<file path="config.mk">
export PLATFORM = sky130hd
export DESIGN_NAME = pipe_stage_buf
export DESIGN_NICKNAME = d
export VERILOG_FILES = /design/src/rtl/pipe_stage_buf.sv
export SDC_FILE = /design/constraint.sdc
export NUM_CORES = 1
export LEC_CHECK = 0
export ABC_AREA = 0
export CORE_UTILIZATION = 45
export DETAILED_ROUTE_END_ITERATION = 7
export PLACE_DENSITY = 0.79
export SYNTH_ARGS = -nofsm -noshare
export SYNTH_HDL_FRONTEND = slang
export SYNTH_SLANG_ARGS = --single-unit
</file>
<file path="constraint.sdc">
create_clock -name clk -period 4.9 [get_ports clk]
set_input_delay 0.735 -clock clk [delete_from_list [all_inputs] [get_ports clk]]
set_output_delay 0.735 -clock clk [all_outputs]
set_load 0.005 [all_outputs]
</file>
<file path="src/rtl/pipe_stage_buf.sv">
`default_nettype none
// ============================================================================
//  Module      : pipe_stage_buf
//  Description : Generic inter-stage pipeline buffer. It is a valid/ready FIFO
//                of DEPTH entries, each holding a packed DATA_W-bit payload,
//                with a synchronous flush for branch/exception kill.
//                With DEPTH=2 it sustains one transfer per cycle. s_ready,
//                m_valid and m_data come only from registered state, so no
//                combinational path runs from any input to them.
//                Optional performance counters are built when the macro
//                PIPE_BUF_PERF_EN is defined.
//  Revision    : 1.0 - initial release
// ----------------------------------------------------------------------------
//  Parameters:
//    DATA_W  payload width in bits (>=1)
//    DEPTH   number of entries (>=1, any value, not only powers of 2)
//    CNT_W   width of the performance counters (PIPE_BUF_PERF_EN only)
//  Ports:
//    clk         clock
//    rst         synchronous active-high reset; clears state, storage, counters
//    flush       synchronous discard of all held entries
//    s_valid     upstream payload valid
//    s_ready     buffer can accept (not full); independent of m_ready
//    s_data      upstream payload
//    m_valid     head entry valid (not empty)
//    m_ready     downstream accepts head
//    m_data      head entry payload, driven from storage
//    count       current occupancy, 0..DEPTH
//    perf_xfer   saturating count of output transfers (PIPE_BUF_PERF_EN)
//    perf_stall  saturating count of cycles with m_valid & !m_ready
//                (PIPE_BUF_PERF_EN)
// ============================================================================
module pipe_stage_buf #(
    parameter int DATA_W = 32,
    parameter int DEPTH  = 2,
    parameter int CNT_W  = 32
) (
    input  logic                         clk,
    input  logic                         rst,
    input  logic                         flush,
    input  logic                         s_valid,
    output logic                         s_ready,
    input  logic [DATA_W-1:0]            s_data,
    output logic                         m_valid,
    input  logic                         m_ready,
    output logic [DATA_W-1:0]            m_data,
    output logic [$clog2(DEPTH+1)-1:0]   count
`ifdef PIPE_BUF_PERF_EN
    ,
    output logic [CNT_W-1:0]             perf_xfer,
    output logic [CNT_W-1:0]             perf_stall
`endif
);

    localparam int c_cnt_w = $clog2(DEPTH + 1);
    // A single-entry buffer still needs a 1-bit pointer; it simply never moves.
    localparam int c_ptr_w = (DEPTH > 1) ? $clog2(DEPTH) : 1;

    localparam logic [c_cnt_w-1:0] c_full_cnt = c_cnt_w'(DEPTH);
    localparam logic [c_ptr_w-1:0] c_last_ptr = c_ptr_w'(DEPTH - 1);

    logic [DATA_W-1:0]  r_mem [DEPTH];
    logic [c_ptr_w-1:0] r_rd_ptr;
    logic [c_ptr_w-1:0] r_wr_ptr;
    logic [c_cnt_w-1:0] r_cnt;

    logic w_s_ready;
    logic w_m_valid;
    logic w_push;
    logic w_pop;

    // Pointers wrap explicitly at DEPTH-1 so that non-power-of-2 depths work.
    function automatic logic [c_ptr_w-1:0] f_ptr_inc(input logic [c_ptr_w-1:0] ptr);
        if (ptr == c_last_ptr) begin
            return '0;
        end
        return ptr + c_ptr_w'(1);
    endfunction

    assign w_s_ready = (r_cnt != c_full_cnt);
    assign w_m_valid = (r_cnt != '0);

    // When full, s_ready is low, so a same-cycle pop cannot make room for a
    // push. This keeps s_ready free of any dependence on m_ready.
    assign w_push = s_valid & w_s_ready;
    assign w_pop  = w_m_valid & m_ready;

    always_ff @(posedge clk) begin
        if (rst) begin
            r_cnt    <= '0;
            r_rd_ptr <= '0;
            r_wr_ptr <= '0;
            for (int i = 0; i < DEPTH; i++) begin
                r_mem[i] <= '0;
            end
        end else if (flush) begin
            // Storage is left untouched; once the count is zero it is never
            // presented as valid.
            r_cnt    <= '0;
            r_rd_ptr <= '0;
            r_wr_ptr <= '0;
        end else begin
            if (w_push) begin
                r_mem[r_wr_ptr] <= s_data;
                r_wr_ptr        <= f_ptr_inc(r_wr_ptr);
            end
            if (w_pop) begin
                r_rd_ptr <= f_ptr_inc(r_rd_ptr);
            end
            case ({w_push, w_pop})
                2'b10:   r_cnt <= r_cnt + c_cnt_w'(1);
                2'b01:   r_cnt <= r_cnt - c_cnt_w'(1);
                default: r_cnt <= r_cnt;
            endcase
        end
    end

    assign s_ready = w_s_ready;
    assign m_valid = w_m_valid;
    assign m_data  = r_mem[r_rd_ptr];
    assign count   = r_cnt;

`ifdef PIPE_BUF_PERF_EN
    logic [CNT_W-1:0] r_perf_xfer;
    logic [CNT_W-1:0] r_perf_stall;

    // Both counters saturate at all-ones. Only rst clears them; a flush
    // leaves them running so kill events do not hide earlier activity.
    always_ff @(posedge clk) begin
        if (rst) begin
            r_perf_xfer  <= '0;
            r_perf_stall <= '0;
        end else begin
            if (w_pop && (r_perf_xfer != '1)) begin
                r_perf_xfer <= r_perf_xfer + CNT_W'(1);
            end
            if (w_m_valid && !m_ready && (r_perf_stall != '1)) begin
                r_perf_stall <= r_perf_stall + CNT_W'(1);
            end
        end
    end

    assign perf_xfer  = r_perf_xfer;
    assign perf_stall = r_perf_stall;
`else
    // Counter width is meaningless without the counters.
    localparam int c_unused_cnt_w = CNT_W;
`endif

endmodule
`default_nettype wire

</file>
After elaboration in Yosys (flattened, before gate mapping)
Memories as Yosys holds them, arrays and structs flattened. A register that Yosys moved wholly into a read port is not among the register bits.
Cells that the tools add are included.
{"block": "op_classes", "n_addsub": 4, "n_eq_ne": 3, "muxes": 24, "n_bitwise": 2, "n_reduce_logical": 4}
{"op": "32-bit 2-to-1 mux", "n": 1}
{"op": "32-bit OR reduction", "n": 1}
{"op": "1-bit 2-to-1 mux", "n": 22}
{"op": "2-bit case mux with 2 select lines", "n": 1}
{"op": "2-bit nonzero test", "n": 2}
{"op": "1-bit adder (second input constant)", "n": 2}
{"op": "2-bit by 1-bit adder with 2-bit output (second input constant)", "n": 1}
{"op": "1-bit AND", "n": 2}
{"op": "2-bit by 1-bit == test with 1-bit output (second input constant)", "n": 1}
{"op": "2-bit == test (second input constant)", "n": 1}
{"op": "2-bit inequality test (second input constant)", "n": 1}
{"op": "2-bit OR reduction", "n": 1}
{"op": "2-bit by 1-bit subtractor with 2-bit output (second input constant)", "n": 1}
{"block": "totals", "reg_bits": 4, "ram_bits": 64, "input_bits": 37, "out_inout_bits": 36, "elab_cells": 41, "n_memories": 1}
{"memory": "r_mem", "words": 2, "word_bits": 32, "read_ports": 1, "rd_clocked_by_memory_dff": 1, "write_ports": 2, "line": "62", "source": "logic [DATA_W-1:0] r_mem [DEPTH];"}

Longest topological paths before layout
Gate-level depths: netlist of run 1.
{"block": "logic_depth", "ltp_word": 8, "ltp_mapped": 7, "ltp_nobuf": 7}

Least setup slack after synthesis of run 1
Ideal clock, no wire load.
{"block": "synth_path", "kind": "input-to-reg", "startpoint": "input flush", "endpoint": "memory r_mem[0][0], enable pin", "setup_ps": 391, "arrival_ps": 2179, "t_required_ps": 4509, "setup_slack_ps": 2331, "path_stages": 4, "n_path_buf": 1, "cell_sequence": "or2_0 buf_6 nor4_4 or2_1"}
{"item": "start: declaration", "line": "40", "source": "input logic flush,"}
{"item": "end: declaration", "line": "62"}

==> reports/metrics.yaml, run 1 <==
synth_top_family_by_area: "simple AND/OR/NAND/NOR gates"
seq_power_share_pct: 58.7
synthesis.area_um2: 3060
post_cts.repair.setup_buffers: 0
cp_cell_sequence: "clkdlybuf4s50_1 > or2_0 > nor4_4 > buf_4 > or2_2"
cts_tree: "built"
initial_core_util_pct: 47.4
period_needed_ns: 2.88
utilization_pct: 61.0
hold_buffers: 0
rsz0062_at_grt: "false"
grt_overflow: 0
ys_seq_area_share_pct: 66.0
fp-row-count: 29
cts_buffers: 9
crit_fanout: 33
fp.dieArea_um2: 7140
diodes: 0
ctsResizeCount: 0
synth-xor-area-share_pct: 0.858
synth_cells: 201
regToRegSetupSlack_ns: 2.66
first_pass_iters: 8
insertion_delay_ns: 0.32
synthTopCellsByCount: "64 x and2_1, 64 x edfxtp_1, 19 x mux2_2"
io_pins: 73
clk_pin_slew_worst_paths_ns: 0.06
wirelength_um: 5170
skew_ns: 0.00361
worstPathRequired_ns: 4.85
antenna_found_initial: 0
synthFlopType: "edfxtp_1"
min_path_cells: 2
ys_seq_elements: 69
hold_viol: 0
worstReg2RegEnd: "r_mem[0][21]$_SDFFCE_PN0P_"
synth-simple-area-share_pct: 16.5
drtIter0Drc: 96
via_per_inst: 5.04
dp_hpwl_um: 3340
drv_cap: 0
path_class: "in2reg"
synth_area_leader_cell: "edfxtp_1"
grt_pass1_vias: 1871
nNetsFinal: 313
start_kind: "primary input"
outcome: "complete, but fails checks"
hold_class: "reg2reg"
worstPathArrival_ns: 2.83
die_h_um: 84.5
fill_cells: 534
r2r-start: "count[0]$_SDFFE_PP0P_"
vias: 1788
violations: "design-rule violations"
grt_max_degree: 34
synthAdderAreaFrac_pct: 0.409
setup_viol: 0
reg2reg_depth: 4
ys_top_cells_by_area: "edfxtp_1 63%, and2_1 13%, mux2_2 7.0%, mux2_1 4.8%, dfxtp_1 3.3%"
peakVddDrop_uv: 180
synth-async-reset-ratio_pct: 0
max_freq_mhz: 347
fin_crit_sh_pct: 58.9
drcViolationCount: 4
holdPathEnd: "r_rd_ptr$_SDFFE_PP0P_"
synth_compound_area_share_pct: 0.899
grt_use_total_pct: 15.7
clock-root-buffer: "clkbuf_8"
grt_pass1_wl_um: 8350
p_int_uw: 924
path_delay_family: "simple AND/OR/NAND/NOR gates"
synth.area.mux_share_pct: 11.8
slowest_delay_ns: 0.72
powerDensity_nw_per_um2: 295
routabilityCongestion: 0.702
syn_nets: 239
p_sw_uw: 240
swShare_pct: 20.6
clk_path_buf_depth: 2
seq_area_um2: 2020
cpMaxStageDelayCell: "or2_2"
die_x_um: 84.5
syn_avg_cell_area_um2: 15.2
synth_edf_count: 64
port_buffers: 72
synth_top_cell_area_share_pct: 62.8
clock_sinks: 69
drive_gt1_share_pct: 14.0
comb_power_share_pct: 11.0
clock_power_share_pct: 30.3
cellLeakagePower_uw: 0.00146
slew_violations: 0
slew_headroom_pct: 44.4
cp_num_buf_inv: 2
area_delta_synth_final_pct: 28.7
critPathCaptureType: "register"
synth_warnings: 0
min-delay-start: "r_rd_ptr$_SDFFE_PP0P_"
final.setup.tns_ns: 0
coreArea_um2: 6460
h-tree-depth: 3
wire_per_inst_um: 14.6
antenna_left: 0
ys_types: 24
multiInputGateArea_um2: 931
tightest_slew_ns: 0.834
-- kinds of logic after synthesis --
family / count (synthesis)
AO/OA/AOI/OAI: 5
multiplexers: 32
AND/OR/NAND/NOR: 77
buffers and inverters: 14
XOR/XNOR: 3
adder cells (fa/ha/maj): 1
flip-flops: 69
-- cells in the final DEF, fill, tap and decap left out --
cell type        netlist  routed
clkdlybuf4s50_1        0      72
and2_1                64      64
edfxtp_1              64      64
mux2_2                19      19
mux2_1                13      13
clkbuf_8               0       9
clkinv_1               0       4
dfxtp_1                5       4
or2_2                  1       3
nor2_1                 3       3
inv_1                  2       2
nor4_4                 2       2
xnor2_1                2       2
o21ai_0                2       2
or3_1                  2       2
a21oi_1                2       2
buf_4                  0       2
o21a_1                 1       1
inv_2                  1       1
nor2b_2                1       1
or2_0                  1       1
nand2_1                1       1
xor2_1                 1       1
ha_1                   1       1
dfxtp_2                0       1
clkinv_2               0       1
-- power by group through the flow --
stage	combinational, µW	clock, µW	sequential [µW]
finish	128	353	683
global route	138	388	686
CTS	130	363	684
detailed placement	129	0	697
global placement	127	0	695
floorplan	53.4	0	691
-- layout make-up --
class / count / share of cell area [%]
clock inverters: 5 / 0.508
well taps: 77 / 2.44
flip-flops and latches: 69 / 51.3
clock buffers: 9 / 3.14
multi-input cells: 118 / 23.6
repair buffers: 74 / 18.7
inverters: 3 / 0.286
-- flip-flops by register name, indices dropped and copies added (netlist names), named ones only --
signal	count
count	2
r_mem	64
r_rd_ptr	1
r_wr_ptr	1
-- layer usage --
| metal | share of wire (%) | vias up | GRT usage [%] |
|---|---|---|---|
| met5 | 0 | - | 0 |
| met4 | 2.5 | 0 | 9.55 |
| met2 | 53 | 59 | 27.3 |
| met1 | 39 | 862 | 17.3 |
| li1 | - | 855 | - |
| met3 | 5.3 | 12 | 3.74 |
-- through the flow --
step | setup WS, ns | cells | instance area, µm² | total power (µW) | hold slack, ns
2_1_floorplan | 2.33 | 201 | 3060 | 745 | 0.481
3_3_place_gp | 1.77 | 341 | 3800 | 822 | 0.501
3_5_place_dp | 1.65 | 341 | 3800 | 825 | 0.507
4_1_cts | 2.01 | 355 | 3940 | 1180 | 0.526
5_1_grt | 1.89 | 355 | 3940 | 1210 | 0.568
6_report | 2.02 | 355 | 3940 | 1160 | 0.533
-- how the worst max path moves through the flow --
stage	startpoint	end	slack (ns)	depth (start not counted)
after floorplan	flush	r_mem[0][0]$_SDFFCE_PN0P_	2.33	4
after global placement	rst	r_mem[0][24]$_SDFFCE_PN0P_	1.77	5
after detailed placement	rst	r_mem[0][24]$_SDFFCE_PN0P_	1.65	5
after CTS	rst	r_mem[0][22]$_SDFFCE_PN0P_	2.01	5
after global routing	rst	r_mem[0][21]$_SDFFCE_PN0P_	1.89	5
final	rst	r_mem[0][21]$_SDFFCE_PN0P_	2.02	5
-- worst reg2reg max path, stage by stage, from the launching register on --
cell	delay (ns)
dfxtp_1	0.45
nor2b_2	0.13
nor4_4	0.23
buf_4	0.32
or2_2	0.73
No activity file was read; power rests on OpenSTA's default activity.
==> inputs of run 2 (changes only) <==
Settings changed: PLACE_DENSITY 0.79 to 0.82.
Clock period 4.9 ns to 2.4 ns, I/O delays scaled along.
==> run 2 against run 1 <==
The run still ends with design-rule violations left. Clock skew up 0.00074 ns. Clock power rose to 3.6 times the previous value. Sequential share of layout area down 2.2 points. Sequential cell count unchanged. Critical path depth down 2. Hold slack worse by 0.0011 ns. Critical endpoint is now m_data[24]. Highest routed layer unchanged.
==> reports/metrics.yaml, run 2 (same netlist as run 1, synthesis figures left out) <==
hold_class: "reg2reg"
drive_gt1_share_pct: 17.5
port_buffers: 72
setup_viol: 0
initial_core_util_pct: 47.4
hold_buffers: 0
rsz0062_at_grt: "false"
powerDensity_nw_per_um2: 710
antenna_left: 0
skew_ns: 0.00435
wirelength_um: 5480
slew_violations: 0
use_met1_pct: 20.5
start_kind: "register"
nNetsFinal: 318
slowest_delay_ns: 0.51
die_x_um: 84.5
insertion_delay_ns: 0.34
path_delay_family: "buffers and inverters"
cp_cell_sequence: "buf_12 > mux2_2 > clkdlybuf4s50_1"
path_class: "reg2out"
area_delta_synth_final_pct: 34.5
first_pass_iters: 6
cp_num_buf_inv: 2
outcome: "complete, but fails checks"
top_usage_layer: "met2"
grt_use_total_pct: 16.8
peakVddDrop_uv: 463
die_h_um: 84.5
layout_commonest_cell: "clkdlybuf4s50_1"
h-tree-depth: 3
cts_tree: "built"
clk_pin_slew_worst_paths_ns: 0.08
grt_util_met3_pct: 4.62
worstPathArrival_ns: 1.89
crit_fanout: 22
setup_slack_ns: 0.151
fill_cells: 502
post_cts.repair.setup_buffers: 0
critPathCaptureType: "output pin"
io_pins: 73
place_ws_ns: 0.158
cellLeakagePower_uw: 0.00155
grt_pass1_wl_um: 8920
antenna_found_initial: 0
drv_cap: 0
clock_sinks: 69
routabilityCongestion: 0.737
max_freq_mhz: 445
hold-worst-slack_ns: 0.532
period_needed_ns: 2.25
hold_viol: 0
vias: 1780
final.setup.tns_ns: 0
worstPathRequired_ns: 2.04
seq_area_um2: 2020
clock-root-buffer: "clkbuf_8"
diodes: 0
grt_max_degree: 33
fin_crit_sh_pct: 93.7
fp.dieArea_um2: 7140
violations: "design-rule violations"
clk_path_buf_depth: 2
slew_headroom_pct: 63.1
grt.met2_usage_pct: 27.6
tightest_slew_ns: 0.554
coreArea_um2: 6460
largest_register: "r_mem"
grt_pass1_vias: 1857
drtIter0Drc: 93
dp_hpwl_um: 3430
grt_overflow: 0
wire_per_inst_um: 15.1
fp-row-count: 29
via_per_inst: 4.92
ctsResizeCount: 0
largest_register_ffs: 64
cts_buffers: 9
drcViolationCount: 11
cpMaxStageDelayCell: "dfxtp_2"
multiInputGateArea_um2: 931
layout_common_cells: "72 x clkdlybuf4s50_1, 64 x and2_1, 64 x edfxtp_1"
[run 2: changes by cell type in the layout (fill, tap and decap cells not counted), sizes merged]
| cell | delta |
|---|---|
| buf | +5 |
| bufinv | +4 |
| clkinv | -3 |
| inv | +1 |
[run 2: power by group]
part           internal [µW]  switching, µW
combinational            173           99.0
clock                    802            460
sequential              1370           18.8
total                   2350            578
[run 2: layout make-up]
type / count / area share (%)
Clock buffer: 9 / 3.01
Clock inverter: 7 / 3.56
Inverter: 3 / 0.273
Multi-Input combinational cell: 118 / 22.6
Sequential cell: 69 / 49.1
Tap cell: 77 / 2.34
Timing Repair Buffer: 79 / 19.1
[run 2: per-stage QoR]
stage / instances / cell area (µm²) / power (µW) / util, %
floorplan: 201 / 3060 / 1520 / -
global placement: 346 / 3850 / 1690 / 59.6
detailed placement: 346 / 3850 / 1690 / 59.6
CTS: 362 / 4120 / 2950 / 63.8
global route: 362 / 4120 / 3030 / 63.8
finish: 362 / 4120 / 2920 / 63.8
[run 2: routing by layer]
layer | wire [µm] | vias up
met5 | 0 | -
met4 | 96 | 0
met3 | 252 | 9
met2 | 2800 | 51
met1 | 2330 | 857
li1 | - | 863
[run 2: worst register-to-register path: stages (launching register included)]
cell and delay, ns:
dfxtp_1 0.40, nor2b_2 0.35, inv_1 0.10, nand2_1 0.08, ha_1 0.25, or3_1 0.36
a21oi_1 0.14
[run 2: final timing paths]
path	startpoint	endpoint	slack, ns	depth (start not counted)
min reg2reg	r_rd_ptr$_SDFFE_PP0P_	r_rd_ptr$_SDFFE_PP0P_	0.53	2
min	r_rd_ptr$_SDFFE_PP0P_	r_rd_ptr$_SDFFE_PP0P_	0.53	2
max reg2reg	count[1]$_SDFFE_PP0P_	count[1]$_SDFFE_PP0P_	0.64	6
max	register	m_data[24]	0.15	3
